## src/rtl/bp_be_pkg.sv

```systemverilog
// ---------------------------------------------------------------------------
// bp_be_pkg
// Shared types for the back-end store buffer.
//   bp_be_sbuf_size_e            : access size encoding (byte/half/word/dword)
//   sbuf_size_bytes()            : number of bytes touched by an access size
//   `DECLARE_BP_BE_SBUF_ENTRY_S  : entry struct {paddr, mask, data}
//   `BP_BE_SBUF_ENTRY_WIDTH      : packed width of that entry struct
// ---------------------------------------------------------------------------
`ifndef BP_BE_PKG_SV
`define BP_BE_PKG_SV

`define DECLARE_BP_BE_SBUF_ENTRY_S(paddr_width_mp, dword_width_mp) \
  typedef struct packed { \
    logic [(paddr_width_mp)-1:0]     paddr; \
    logic [((dword_width_mp)/8)-1:0] mask; \
    logic [(dword_width_mp)-1:0]     data; \
  } bp_be_sbuf_entry_s

`define BP_BE_SBUF_ENTRY_WIDTH(paddr_width_mp, dword_width_mp) \
  ((paddr_width_mp) + ((dword_width_mp)/8) + (dword_width_mp))

package bp_be_pkg;

  typedef enum logic [1:0] {
    e_sbuf_byte  = 2'd0,
    e_sbuf_half  = 2'd1,
    e_sbuf_word  = 2'd2,
    e_sbuf_dword = 2'd3
  } bp_be_sbuf_size_e;

  function automatic int unsigned sbuf_size_bytes(input bp_be_sbuf_size_e size);
    return 32'd1 << size;
  endfunction

endpackage

`endif

```

## src/rtl/bp_be_store_buffer_if.sv

```systemverilog
// ---------------------------------------------------------------------------
// bp_be_store_buffer_if
// Bundles every non-clock/reset signal of the store buffer.
//   store  : st_v_i, st_ready_o, st_paddr_i, st_size_i, st_data_i,
//            st_misaligned_o
//   control: commit_v_i, flush_i
//   load   : ld_v_i, ld_paddr_i, ld_size_i, ld_fwd_v_o, ld_fwd_hit_o,
//            ld_fwd_partial_o, ld_fwd_data_o
//   drain  : drain_v_o, drain_paddr_o, drain_mask_o, drain_data_o,
//            drain_yumi_i
//   status : empty_o, full_o
// Suffixes are from the buffer's point of view. slave = the buffer,
// master = the memory pipe / D$ side.
// ---------------------------------------------------------------------------
interface bp_be_store_buffer_if #(
  parameter int paddr_width_p = 40,
  parameter int dword_width_p = 64
);
  logic                         st_v_i;
  logic                         st_ready_o;
  logic [paddr_width_p-1:0]     st_paddr_i;
  logic [1:0]                   st_size_i;
  logic [dword_width_p-1:0]     st_data_i;
  logic                         st_misaligned_o;

  logic                         commit_v_i;
  logic                         flush_i;

  logic                         ld_v_i;
  logic [paddr_width_p-1:0]     ld_paddr_i;
  logic [1:0]                   ld_size_i;
  logic                         ld_fwd_v_o;
  logic                         ld_fwd_hit_o;
  logic                         ld_fwd_partial_o;
  logic [dword_width_p-1:0]     ld_fwd_data_o;

  logic                         drain_v_o;
  logic [paddr_width_p-1:0]     drain_paddr_o;
  logic [dword_width_p/8-1:0]   drain_mask_o;
  logic [dword_width_p-1:0]     drain_data_o;
  logic                         drain_yumi_i;

  logic                         empty_o;
  logic                         full_o;

  modport slave (
    input  st_v_i, st_paddr_i, st_size_i, st_data_i,
    output st_ready_o, st_misaligned_o,
    input  commit_v_i, flush_i,
    input  ld_v_i, ld_paddr_i, ld_size_i,
    output ld_fwd_v_o, ld_fwd_hit_o, ld_fwd_partial_o, ld_fwd_data_o,
    output drain_v_o, drain_paddr_o, drain_mask_o, drain_data_o,
    input  drain_yumi_i,
    output empty_o, full_o
  );

  modport master (
    output st_v_i, st_paddr_i, st_size_i, st_data_i,
    input  st_ready_o, st_misaligned_o,
    output commit_v_i, flush_i,
    output ld_v_i, ld_paddr_i, ld_size_i,
    input  ld_fwd_v_o, ld_fwd_hit_o, ld_fwd_partial_o, ld_fwd_data_o,
    input  drain_v_o, drain_paddr_o, drain_mask_o, drain_data_o,
    output drain_yumi_i,
    input  empty_o, full_o
  );
endinterface

```

## src/rtl/bp_be_sbuf_fwd_merge.sv

```systemverilog
// ---------------------------------------------------------------------------
// bp_be_sbuf_fwd_merge
// Combinational youngest-wins byte merge over the store buffer entries.
//   entries_i  : all entry slots, packed {paddr, mask, data}
//   head_i     : pointer to the oldest valid entry (with wrap bit)
//   tail_i     : pointer one past the youngest valid entry (with wrap bit)
//   ld_daddr_i : dword-aligned load address
//   ld_mask_i  : byte lanes requested by the load
//   covered_o  : requested lanes supplied by some matching entry
//   data_o     : merged bytes, uncovered lanes are zero
// ---------------------------------------------------------------------------
module bp_be_sbuf_fwd_merge
  import bp_be_pkg::*;
#(
  parameter int els_p         = 4,
  parameter int paddr_width_p = 40,
  parameter int dword_width_p = 64,
  localparam int mask_w_lp    = dword_width_p / 8,
  localparam int idx_w_lp     = $clog2(els_p),
  localparam int ptr_w_lp     = idx_w_lp + 1,
  localparam int entry_w_lp   = `BP_BE_SBUF_ENTRY_WIDTH(paddr_width_p, dword_width_p)
) (
  input  logic [els_p-1:0][entry_w_lp-1:0] entries_i,
  input  logic [ptr_w_lp-1:0]              head_i,
  input  logic [ptr_w_lp-1:0]              tail_i,
  input  logic [paddr_width_p-1:0]         ld_daddr_i,
  input  logic [mask_w_lp-1:0]             ld_mask_i,
  output logic [mask_w_lp-1:0]             covered_o,
  output logic [dword_width_p-1:0]         data_o
);

  `DECLARE_BP_BE_SBUF_ENTRY_S(paddr_width_p, dword_width_p);

  bp_be_sbuf_entry_s     entry [els_p];
  logic [els_p-1:0]      match;
  logic [ptr_w_lp-1:0]   count;
  logic [idx_w_lp-1:0]   slot;

  // Occupancy; the wrap bit makes a full buffer count as els_p, not 0.
  assign count = tail_i - head_i;

  genvar gi;
  generate
    for (gi = 0; gi < els_p; gi++) begin : g_slot
      logic [idx_w_lp-1:0] age;
      assign entry[gi] = entries_i[gi];
      // Age is the slot's distance from head; only the first `count` slots hold live data.
      assign age       = idx_w_lp'(gi) - head_i[idx_w_lp-1:0];
      assign match[gi] = ({1'b0, age} < count) && (entry[gi].paddr == ld_daddr_i);
    end
  endgenerate

  // Walk oldest to youngest so a younger writer overwrites an older one per lane.
  always_comb begin
    covered_o = '0;
    data_o    = '0;
    slot      = '0;
    for (int k = 0; k < els_p; k++) begin
      slot = head_i[idx_w_lp-1:0] + idx_w_lp'(k);
      if (match[slot]) begin
        for (int b = 0; b < mask_w_lp; b++) begin
          if (entry[slot].mask[b] && ld_mask_i[b]) begin
            covered_o[b]      = 1'b1;
            data_o[8*b +: 8]  = entry[slot].data[8*b +: 8];
          end
        end
      end
    end
  end

endmodule

```

## src/rtl/bp_be_store_buffer.sv

```systemverilog
// ---------------------------------------------------------------------------
// bp_be_store_buffer
// Post-translation store buffer between the memory pipe and the D$ write
// port. Stores are held speculatively until commit, uncommitted stores are
// discarded on flush, committed stores drain to the D$ in order, and younger
// loads get buffered bytes forwarded one cycle after their lookup.
//   clk_i     : clock, all state updates on posedge
//   reset_n_i : asynchronous active-low reset
//   sb_if     : store / commit / flush / load / drain / status signals
// ---------------------------------------------------------------------------
module bp_be_store_buffer
  import bp_be_pkg::*;
#(
  parameter int els_p         = 4,
  parameter int paddr_width_p = 40,
  parameter int dword_width_p = 64
) (
  input  logic                 clk_i,
  input  logic                 reset_n_i,
  bp_be_store_buffer_if.slave  sb_if
);

  localparam int mask_w_lp  = dword_width_p / 8;
  localparam int off_w_lp   = $clog2(mask_w_lp);
  localparam int idx_w_lp   = $clog2(els_p);
  localparam int ptr_w_lp   = idx_w_lp + 1;
  localparam int entry_w_lp = `BP_BE_SBUF_ENTRY_WIDTH(paddr_width_p, dword_width_p);

  `DECLARE_BP_BE_SBUF_ENTRY_S(paddr_width_p, dword_width_p);

  // Byte lanes touched by an access of `size` starting at lane `off`.
  function automatic logic [mask_w_lp-1:0] lane_mask(input logic [1:0] size,
                                                     input logic [off_w_lp-1:0] off);
    logic [31:0] base;
    base = (32'd1 << sbuf_size_bytes(bp_be_sbuf_size_e'(size))) - 32'd1;
    return mask_w_lp'(base) << off;
  endfunction

  bp_be_sbuf_entry_s                entries_q [els_p];
  bp_be_sbuf_entry_s                entries_d [els_p];
  logic [ptr_w_lp-1:0]              head_q, head_d;
  logic [ptr_w_lp-1:0]              cmt_q, cmt_d;
  logic [ptr_w_lp-1:0]              tail_q, tail_d;
  logic                             fwd_v_q, fwd_v_d;
  logic                             fwd_hit_q, fwd_hit_d;
  logic                             fwd_partial_q, fwd_partial_d;
  logic [dword_width_p-1:0]         fwd_data_q, fwd_data_d;

  logic                             full, empty;
  logic                             misaligned;
  logic                             alloc, commit, drain;
  bp_be_sbuf_entry_s                new_entry;
  logic [off_w_lp-1:0]              st_off;
  logic [off_w_lp-1:0]              align_chk;
  logic [mask_w_lp-1:0]             ld_mask;
  logic [paddr_width_p-1:0]         ld_daddr;
  logic [mask_w_lp-1:0]             covered;
  logic [dword_width_p-1:0]         merge_data;
  logic [els_p-1:0][entry_w_lp-1:0] entries_flat;

  // ---------------- status ----------------
  assign empty = (head_q == tail_q);
  assign full  = (head_q[idx_w_lp-1:0] == tail_q[idx_w_lp-1:0]) &&
                 (head_q[idx_w_lp] != tail_q[idx_w_lp]);

  // ---------------- store side ----------------
  assign st_off     = sb_if.st_paddr_i[off_w_lp-1:0];
  assign align_chk  = off_w_lp'(sbuf_size_bytes(bp_be_sbuf_size_e'(sb_if.st_size_i)) - 32'd1);
  assign misaligned = sb_if.st_v_i && |(st_off & align_chk);

  // Ready deliberately ignores a same-cycle drain to keep it off the D$ path.
  assign alloc  = sb_if.st_v_i && !full && !misaligned && !sb_if.flush_i;
  assign commit = sb_if.commit_v_i && (cmt_q != tail_q);
  assign drain  = (head_q != cmt_q) && sb_if.drain_yumi_i;

  assign new_entry.paddr = {sb_if.st_paddr_i[paddr_width_p-1:off_w_lp], off_w_lp'(0)};
  assign new_entry.mask  = lane_mask(sb_if.st_size_i, st_off);
  assign new_entry.data  = sb_if.st_data_i << {st_off, 3'b000};

  // ---------------- pointer / entry next state ----------------
  always_comb begin
    entries_d = entries_q;
    head_d    = head_q + ptr_w_lp'(drain);
    cmt_d     = cmt_q + ptr_w_lp'(commit);
    tail_d    = tail_q + ptr_w_lp'(alloc);
    if (alloc) begin
      entries_d[tail_q[idx_w_lp-1:0]] = new_entry;
    end
    // Flush trims back to the commit point after this cycle's commit is applied.
    if (sb_if.flush_i) begin
      tail_d = cmt_d;
    end
  end

  // ---------------- load forwarding ----------------
  assign ld_mask  = lane_mask(sb_if.ld_size_i, sb_if.ld_paddr_i[off_w_lp-1:0]);
  assign ld_daddr = {sb_if.ld_paddr_i[paddr_width_p-1:off_w_lp], off_w_lp'(0)};

  genvar gi;
  generate
    for (gi = 0; gi < els_p; gi++) begin : g_flat
      assign entries_flat[gi] = entries_q[gi];
    end
  endgenerate

  bp_be_sbuf_fwd_merge #(
    .els_p         (els_p),
    .paddr_width_p (paddr_width_p),
    .dword_width_p (dword_width_p)
  ) u_fwd_merge (
    .entries_i  (entries_flat),
    .head_i     (head_q),
    .tail_i     (tail_q),
    .ld_daddr_i (ld_daddr),
    .ld_mask_i  (ld_mask),
    .covered_o  (covered),
    .data_o     (merge_data)
  );

  // The lookup sees the buffer as it stood before this cycle's updates; a
  // flush in the same cycle does not suppress the response.
  always_comb begin
    fwd_v_d       = sb_if.ld_v_i;
    fwd_hit_d     = sb_if.ld_v_i && (covered == ld_mask);
    fwd_partial_d = sb_if.ld_v_i && (covered != '0) && (covered != ld_mask);
    fwd_data_d    = sb_if.ld_v_i ? merge_data : '0;
  end

  // ---------------- state ----------------
  always_ff @(posedge clk_i or negedge reset_n_i) begin
    if (!reset_n_i) begin
      head_q        <= '0;
      cmt_q         <= '0;
      tail_q        <= '0;
      fwd_v_q       <= 1'b0;
      fwd_hit_q     <= 1'b0;
      fwd_partial_q <= 1'b0;
      fwd_data_q    <= '0;
      for (int i = 0; i < els_p; i++) begin
        entries_q[i] <= '0;
      end
    end else begin
      head_q        <= head_d;
      cmt_q         <= cmt_d;
      tail_q        <= tail_d;
      fwd_v_q       <= fwd_v_d;
      fwd_hit_q     <= fwd_hit_d;
      fwd_partial_q <= fwd_partial_d;
      fwd_data_q    <= fwd_data_d;
      for (int i = 0; i < els_p; i++) begin
        entries_q[i] <= entries_d[i];
      end
    end
  end

  // ---------------- outputs ----------------
  assign sb_if.st_ready_o       = !full;
  assign sb_if.st_misaligned_o  = misaligned;
  assign sb_if.empty_o          = empty;
  assign sb_if.full_o           = full;

  assign sb_if.drain_v_o        = (head_q != cmt_q);
  assign sb_if.drain_paddr_o    = entries_q[head_q[idx_w_lp-1:0]].paddr;
  assign sb_if.drain_mask_o     = entries_q[head_q[idx_w_lp-1:0]].mask;
  assign sb_if.drain_data_o     = entries_q[head_q[idx_w_lp-1:0]].data;

  assign sb_if.ld_fwd_v_o       = fwd_v_q;
  assign sb_if.ld_fwd_hit_o     = fwd_hit_q;
  assign sb_if.ld_fwd_partial_o = fwd_partial_q;
  assign sb_if.ld_fwd_data_o    = fwd_data_q;

endmodule

```

## src/flat_wrapper.sv

```systemverilog
// flat-port wrapper written by rule: the top's interface ports become plain ports
module bp_be_store_buffer_flat import bp_be_pkg::*;
#(
  parameter int els_p         = 4,
  parameter int paddr_width_p = 40,
  parameter int dword_width_p = 64
)
  (clk_i, reset_n_i, sb_if_st_v_i, sb_if_st_paddr_i, sb_if_st_size_i, sb_if_st_data_i, sb_if_st_ready_o, sb_if_st_misaligned_o, sb_if_commit_v_i, sb_if_flush_i, sb_if_ld_v_i, sb_if_ld_paddr_i, sb_if_ld_size_i, sb_if_ld_fwd_v_o, sb_if_ld_fwd_hit_o, sb_if_ld_fwd_partial_o, sb_if_ld_fwd_data_o, sb_if_drain_v_o, sb_if_drain_paddr_o, sb_if_drain_mask_o, sb_if_drain_data_o, sb_if_drain_yumi_i, sb_if_empty_o, sb_if_full_o);
  bp_be_store_buffer_if #(.paddr_width_p(paddr_width_p), .dword_width_p(dword_width_p)) sb_if_i ();
  input  logic clk_i;
  input  logic reset_n_i;
  input wire logic [$bits(sb_if_i.st_v_i)-1:0] sb_if_st_v_i;
  input wire logic [$bits(sb_if_i.st_paddr_i)-1:0] sb_if_st_paddr_i;
  input wire logic [$bits(sb_if_i.st_size_i)-1:0] sb_if_st_size_i;
  input wire logic [$bits(sb_if_i.st_data_i)-1:0] sb_if_st_data_i;
  output wire logic [$bits(sb_if_i.st_ready_o)-1:0] sb_if_st_ready_o;
  output wire logic [$bits(sb_if_i.st_misaligned_o)-1:0] sb_if_st_misaligned_o;
  input wire logic [$bits(sb_if_i.commit_v_i)-1:0] sb_if_commit_v_i;
  input wire logic [$bits(sb_if_i.flush_i)-1:0] sb_if_flush_i;
  input wire logic [$bits(sb_if_i.ld_v_i)-1:0] sb_if_ld_v_i;
  input wire logic [$bits(sb_if_i.ld_paddr_i)-1:0] sb_if_ld_paddr_i;
  input wire logic [$bits(sb_if_i.ld_size_i)-1:0] sb_if_ld_size_i;
  output wire logic [$bits(sb_if_i.ld_fwd_v_o)-1:0] sb_if_ld_fwd_v_o;
  output wire logic [$bits(sb_if_i.ld_fwd_hit_o)-1:0] sb_if_ld_fwd_hit_o;
  output wire logic [$bits(sb_if_i.ld_fwd_partial_o)-1:0] sb_if_ld_fwd_partial_o;
  output wire logic [$bits(sb_if_i.ld_fwd_data_o)-1:0] sb_if_ld_fwd_data_o;
  output wire logic [$bits(sb_if_i.drain_v_o)-1:0] sb_if_drain_v_o;
  output wire logic [$bits(sb_if_i.drain_paddr_o)-1:0] sb_if_drain_paddr_o;
  output wire logic [$bits(sb_if_i.drain_mask_o)-1:0] sb_if_drain_mask_o;
  output wire logic [$bits(sb_if_i.drain_data_o)-1:0] sb_if_drain_data_o;
  input wire logic [$bits(sb_if_i.drain_yumi_i)-1:0] sb_if_drain_yumi_i;
  output wire logic [$bits(sb_if_i.empty_o)-1:0] sb_if_empty_o;
  output wire logic [$bits(sb_if_i.full_o)-1:0] sb_if_full_o;
  assign sb_if_i.st_v_i = sb_if_st_v_i;
  assign sb_if_i.st_paddr_i = sb_if_st_paddr_i;
  assign sb_if_i.st_size_i = sb_if_st_size_i;
  assign sb_if_i.st_data_i = sb_if_st_data_i;
  assign sb_if_st_ready_o = sb_if_i.st_ready_o;
  assign sb_if_st_misaligned_o = sb_if_i.st_misaligned_o;
  assign sb_if_i.commit_v_i = sb_if_commit_v_i;
  assign sb_if_i.flush_i = sb_if_flush_i;
  assign sb_if_i.ld_v_i = sb_if_ld_v_i;
  assign sb_if_i.ld_paddr_i = sb_if_ld_paddr_i;
  assign sb_if_i.ld_size_i = sb_if_ld_size_i;
  assign sb_if_ld_fwd_v_o = sb_if_i.ld_fwd_v_o;
  assign sb_if_ld_fwd_hit_o = sb_if_i.ld_fwd_hit_o;
  assign sb_if_ld_fwd_partial_o = sb_if_i.ld_fwd_partial_o;
  assign sb_if_ld_fwd_data_o = sb_if_i.ld_fwd_data_o;
  assign sb_if_drain_v_o = sb_if_i.drain_v_o;
  assign sb_if_drain_paddr_o = sb_if_i.drain_paddr_o;
  assign sb_if_drain_mask_o = sb_if_i.drain_mask_o;
  assign sb_if_drain_data_o = sb_if_i.drain_data_o;
  assign sb_if_i.drain_yumi_i = sb_if_drain_yumi_i;
  assign sb_if_empty_o = sb_if_i.empty_o;
  assign sb_if_full_o = sb_if_i.full_o;
  bp_be_store_buffer #(.els_p(els_p), .paddr_width_p(paddr_width_p), .dword_width_p(dword_width_p)) u_core (.clk_i(clk_i), .reset_n_i(reset_n_i), .sb_if(sb_if_i));
endmodule
```

## config.mk

```make
export PLATFORM = sky130hd
export DESIGN_NAME = bp_be_store_buffer_flat
export DESIGN_NICKNAME = d
export VERILOG_FILES = /design/src/rtl/bp_be_pkg.sv /design/src/rtl/bp_be_store_buffer_if.sv /design/src/rtl/bp_be_sbuf_fwd_merge.sv /design/src/rtl/bp_be_store_buffer.sv /design/src/flat_wrapper.sv
export SDC_FILE = /design/constraint.sdc
export NUM_CORES = 2
export LEC_CHECK = 0
export BUFFER_PORTS_ARGS = -buffer_cell sky130_fd_sc_hd__buf_4
export CORE_ASPECT_RATIO = 1.25
export CORE_MARGIN = 10
export CORE_UTILIZATION = 55
export CTS_CLUSTER_DIAMETER = 100
export DETAILED_ROUTE_END_ITERATION = 12
export PLACE_DENSITY = 0.75
export SLEW_MARGIN = 20
export SYNTH_ARGS = -nofsm -noshare
export SYNTH_HDL_FRONTEND = slang
export SYNTH_SLANG_ARGS = --single-unit
```

## constraint.sdc

```tcl
create_clock -name clk_i -period 5.8 [get_ports clk_i]
set_input_delay 1.16 -clock clk_i [delete_from_list [all_inputs] [get_ports clk_i]]
set_output_delay 1.16 -clock clk_i [all_outputs]
set_load 0.1 [all_outputs]
```

==> impl_metrics.py <==
metrics = {
    "yosys": {
        "adder_and_majority_cell_fraction_of_the_synthesized_area_pct": 0.647,
        "synthCells": 3539,
        "synth_enable_flop_cells": 0,
        "synth_compound_area_share_pct": 14.7,
        "yosys_warnings": 0,
        "dominant_combinational_cell_family_by_area_after_synthesis": "multiplexers",
        "post_synth_and_or_nand_nor_area_fraction_pct": 16.8,
        "postSynth.topFlopCell": "sky130_fd_sc_hd__dfrtp_1",
        "ys_seq_elements": 512,
        "syn_avg_cell_area_um2": 9.07,
        "parity_gate_share_of_the_synthesized_area_counting_xor_and_xnor_cells_pct": 4.39,
        "share_of_synthesized_area_occupied_by_flip_flops_and_latches_pct": 39.9,
        "synth_cell_area_um2": 32100,
        "post_synth_num_cell_types": 74,
        "async_reset_ff_share_pct": 100,
        "synth.area.mux_share_pct": 19.1,
    },
    "worst_setup_path": {
        "launch_point_of_the_worst_reg_to_reg_path": "u_core.head_q[1]",
        "worst_r2r_path_depth": 13,
        "r2r-end": "u_core.sb_if.ld_fwd_data_o[38]",
        "timing.critical_path.to_type": "output port",
        "r2r_setup_slack_ns": 1.07,
        "cp.arrival_ns": 3.95,
        "crit_type": "flop to output port",
        "critPathLaunch": "u_core.head_q[1]",
        "cp.required_ns": 4.64,
        "category_of_the_worst_setup_path_launch_point": "flop",
        "cp_max_fo": 62,
    },
    "power": {
        "clock_power_share_pct": 15.5,
        "irDropWorstVdd_v": 0.000709,
        "seqPwrFrac_pct": 26.2,
        "combinationalPowerShare_pct": 58.3,
        "power_switching_share_pct": 52.5,
        "static_leakage_power_nw": 16.6,
        "internal_power_mw": 11.5,
        "power_per_cell_area_nw_per_um2": 661,
        "power_switching_mw": 12.7,
    },
    "timing": {
        "rsz0062_at_grt": "false",
        "fin_tns_setup_ns": 0,
        "fmax_mhz": 196,
        "max_slew_headroom_pct": 26.9,
        "finalMaxSlewViolations": 0,
        "finClkSkew_ns": 0.0290,
        "final.period_utilization_pct": 88.1,
        "slew_at_the_pin_closest_to_its_max_slew_limit_ns": 1.10,
        "final_hold_viol_count": 0,
        "finalCriticalPeriod_ns": 5.11,
        "setup_viol": 0,
        "worst_hold_slack_ns": 0.496,
    },
    "finish": {
        "design.final.nets": 3856,
        "drive_gt1_share_pct": 21.4,
        "final_common_cell": "sky130_fd_sc_hd__nand2_1",
        "area_used_by_multi_input_combinational_logic_um2": 17900,
        "mostFrequentLayoutCells": "787 x sky130_fd_sc_hd__nand2_1, 510 x sky130_fd_sc_hd__dfrtp_1, 379 x sky130_fd_sc_hd__buf_4",
        "seq_area_um2": 12800,
        "syn_to_final_growth_pct": 14.5,
        "n_fill_cell": 4880,
        "finish.instance_area_um2": 36800,
        "final_cell_count_without_fillers": 4491,
    },
    "placement": {
        "detailedPlacementHpwl_um": 76200,
        "dpl-instance-area_um2": 34800,
        "numPlacedInstances": 4386,
        "io_buffers": 335,
        "gp_congestion": 1.11,
    },
    "route": {
        "post_drt_wl_per_cell_um": 23.8,
        "detailroute.via_count": 28000,
        "post-route-drc-count": 0,
        "drt-pass1-iter-count": 8,
        "initialDrtViolationCount": 2919,
        "detail_route.wirelength_um": 107000,
        "route.detailed.vias_per_inst": 6.23,
        "drt.antenna.violating_nets": 0,
    },
    "clock_tree": {
        "h-tree-depth": 2,
        "cts_resized": 0,
        "clock_path_buffers": 3,
        "numClockSinks": 512,
        "tritoncts": "built",
        "cts-buffers-inserted": 54,
        "clock_tree.root_cell": "sky130_fd_sc_hd__clkbuf_16",
        "insertion_delay_ns": 0.63,
        "cts_post_setup_buffers_inserted": 0,
        "path_clk_slew_ns": 0.06,
        "cts_hold_buffers": 0,
    },
    "worst_hold_path": {
        "min_delay_worst_endpoint": "u_core.entries_flat[248]",
        "min_from": "u_core.entries_flat[248]",
        "hold_path_depth": 2,
        "hp-class": "flop to flop",
    },
    "floorplanning": {
        "core_um2": 58100,
        "die-height_um": 290,
        "floorplan.initialDensity_pct": 55.3,
        "floorplan.die_area_um2": 68500,
        "rows": 99,
        "die_w_um": 236,
        "num_io_pins": 339,
    },
    "global_routing": {
        "grt_antenna_before_repair": 6,
        "first_pass_grt_wire_length_um": 165000,
        "grt_overflow_total": 0,
        "number_of_global_route_vias_before_repair": 27600,
        "grt_usage_pct": 30.4,
        "grt_max_degree": 220,
    },
    "run": {
        "maxCapViolCount": 0,
    },
    "run_status": {
        "outcome": "complete, no violations",
    },
}
Yosys cell counts (18+ instances only):
cell type / instances / share of area (%)
sky130_fd_sc_hd__nor2_1: 224 / 2.6
sky130_fd_sc_hd__buf_1: 34 / 0.40
sky130_fd_sc_hd__xnor2_1: 152 / 4.1
sky130_fd_sc_hd__nand3_1: 25 / 0.39
sky130_fd_sc_hd__mux2i_1: 174 / 5.4
sky130_fd_sc_hd__mux2_2: 167 / 5.9
sky130_fd_sc_hd__nor2b_1: 42 / 0.82
sky130_fd_sc_hd__a311oi_1: 19 / 0.52
sky130_fd_sc_hd__a211oi_1: 55 / 1.3
sky130_fd_sc_hd__a211o_1: 23 / 0.63
sky130_fd_sc_hd__nor3_1: 18 / 0.28
sky130_fd_sc_hd__buf_2: 62 / 0.97
sky130_fd_sc_hd__mux4_2: 111 / 7.8
sky130_fd_sc_hd__nand2_1: 787 / 9.2
sky130_fd_sc_hd__o22ai_1: 26 / 0.51
sky130_fd_sc_hd__nand2b_1: 20 / 0.39
sky130_fd_sc_hd__o211ai_1: 37 / 0.86
sky130_fd_sc_hd__o21ai_0: 335 / 5.2
sky130_fd_sc_hd__nand4_1: 87 / 1.7
sky130_fd_sc_hd__inv_1: 35 / 0.41
sky130_fd_sc_hd__a21oi_1: 224 / 3.5
sky130_fd_sc_hd__dfrtp_1: 512 / 40
sky130_fd_sc_hd__clkbuf_1: 184 / 2.2
power by group through the flow:
stage	clock network [mW]	logic [mW]	registers, mW
after global routing	3.95	15.0	6.54
after CTS	3.80	14.1	6.32
final	3.77	14.2	6.36
after detailed placement	0	14.0	6.37
after floorplan	0	11.2	5.96
after global placement	0	13.9	6.30
through the flow:
stage          power, mW  util [%]  worst slack [ns]
4_1_cts             24.2      63.3             0.732
2_1_floorplan       17.2         -              1.22
3_3_place_gp        20.2      60.0              1.27
6_report            24.3      63.3             0.690
5_1_grt             25.5      63.3             0.578
3_5_place_dp        20.4      60.0              1.18
critical path, stage by stage, from the launching register on:
cell                      delay, ns
sky130_fd_sc_hd__dfrtp_4       0.78
sky130_fd_sc_hd__buf_4         0.62
sky130_fd_sc_hd__buf_4         0.82
sky130_fd_sc_hd__mux2_2        0.32
sky130_fd_sc_hd__nor2_1        0.04
sky130_fd_sc_hd__a21oi_1       0.32
sky130_fd_sc_hd__buf_4         0.36
how the worst max path moves through the flow:
stage                                      to  cells past startpoint  slack, ns
6_report                sb_if_drain_data_o[6]                      6       0.69
5_1_grt                 sb_if_drain_data_o[6]                      6       0.58
4_1_cts                 sb_if_drain_data_o[1]                      6       0.73
3_5_place_dp   u_core.sb_if.ld_fwd_data_o[32]                     13       1.18
3_3_place_gp   u_core.sb_if.ld_fwd_data_o[34]                     13       1.27
2_1_floorplan          sb_if_drain_data_o[10]                      9       1.22
registers in the layout, summed over array words and instances, names as in the netlist:
name,count
u_core.head_q,3
u_core.sb_if.ld_fwd_data_o,64
u_core.entries_flat,436
u_core.sb_if.ld_fwd_v_o,1
u_core.cmt_q,3
u_core.tail_q,3
u_core.sb_if.ld_fwd_hit_o,1
u_core.sb_if.ld_fwd_partial_o,1
routing by layer:
| metal | up-vias | wire [um] | part of all wire [%] | track usage, % |
|---|---|---|---|---|
| met1 | 13500 | 38900 | 36 | 35.3 |
| li1 | 12800 | - | - | - |
| met3 | 344 | 9210 | 8.6 | 6.91 |
| met2 | 1344 | 51900 | 49 | 51.1 |
| met4 | 6 | 6640 | 6.2 | 16.8 |
| met5 | - | 39 | 0.037 | 0 |
kinds of logic after synthesis:
logic type                 after synthesis
muxes                                  452
DFF                                    512
xor gates and xnor gates               159
other                                    1
buffers and inverters                  336
AOI/OAI and AO/OA                      797
adders and majority gates               16
and+or+nand+nor                       1266
final cells by class:
| type | instances | area share [%] |
|---|---|---|
| diodes | 4 | 0.0272 |
| clock buffers | 74 | 4.18 |
| clock inverters | 27 | 1.02 |
| inverters | 37 | 0.378 |
| multi-input cells | 2693 | 48.8 |
| flip-flops and latches | 512 | 34.9 |
| well taps | 757 | 2.58 |
| repair buffers | 387 | 8.16 |
(Power assumes the default switching activity.)
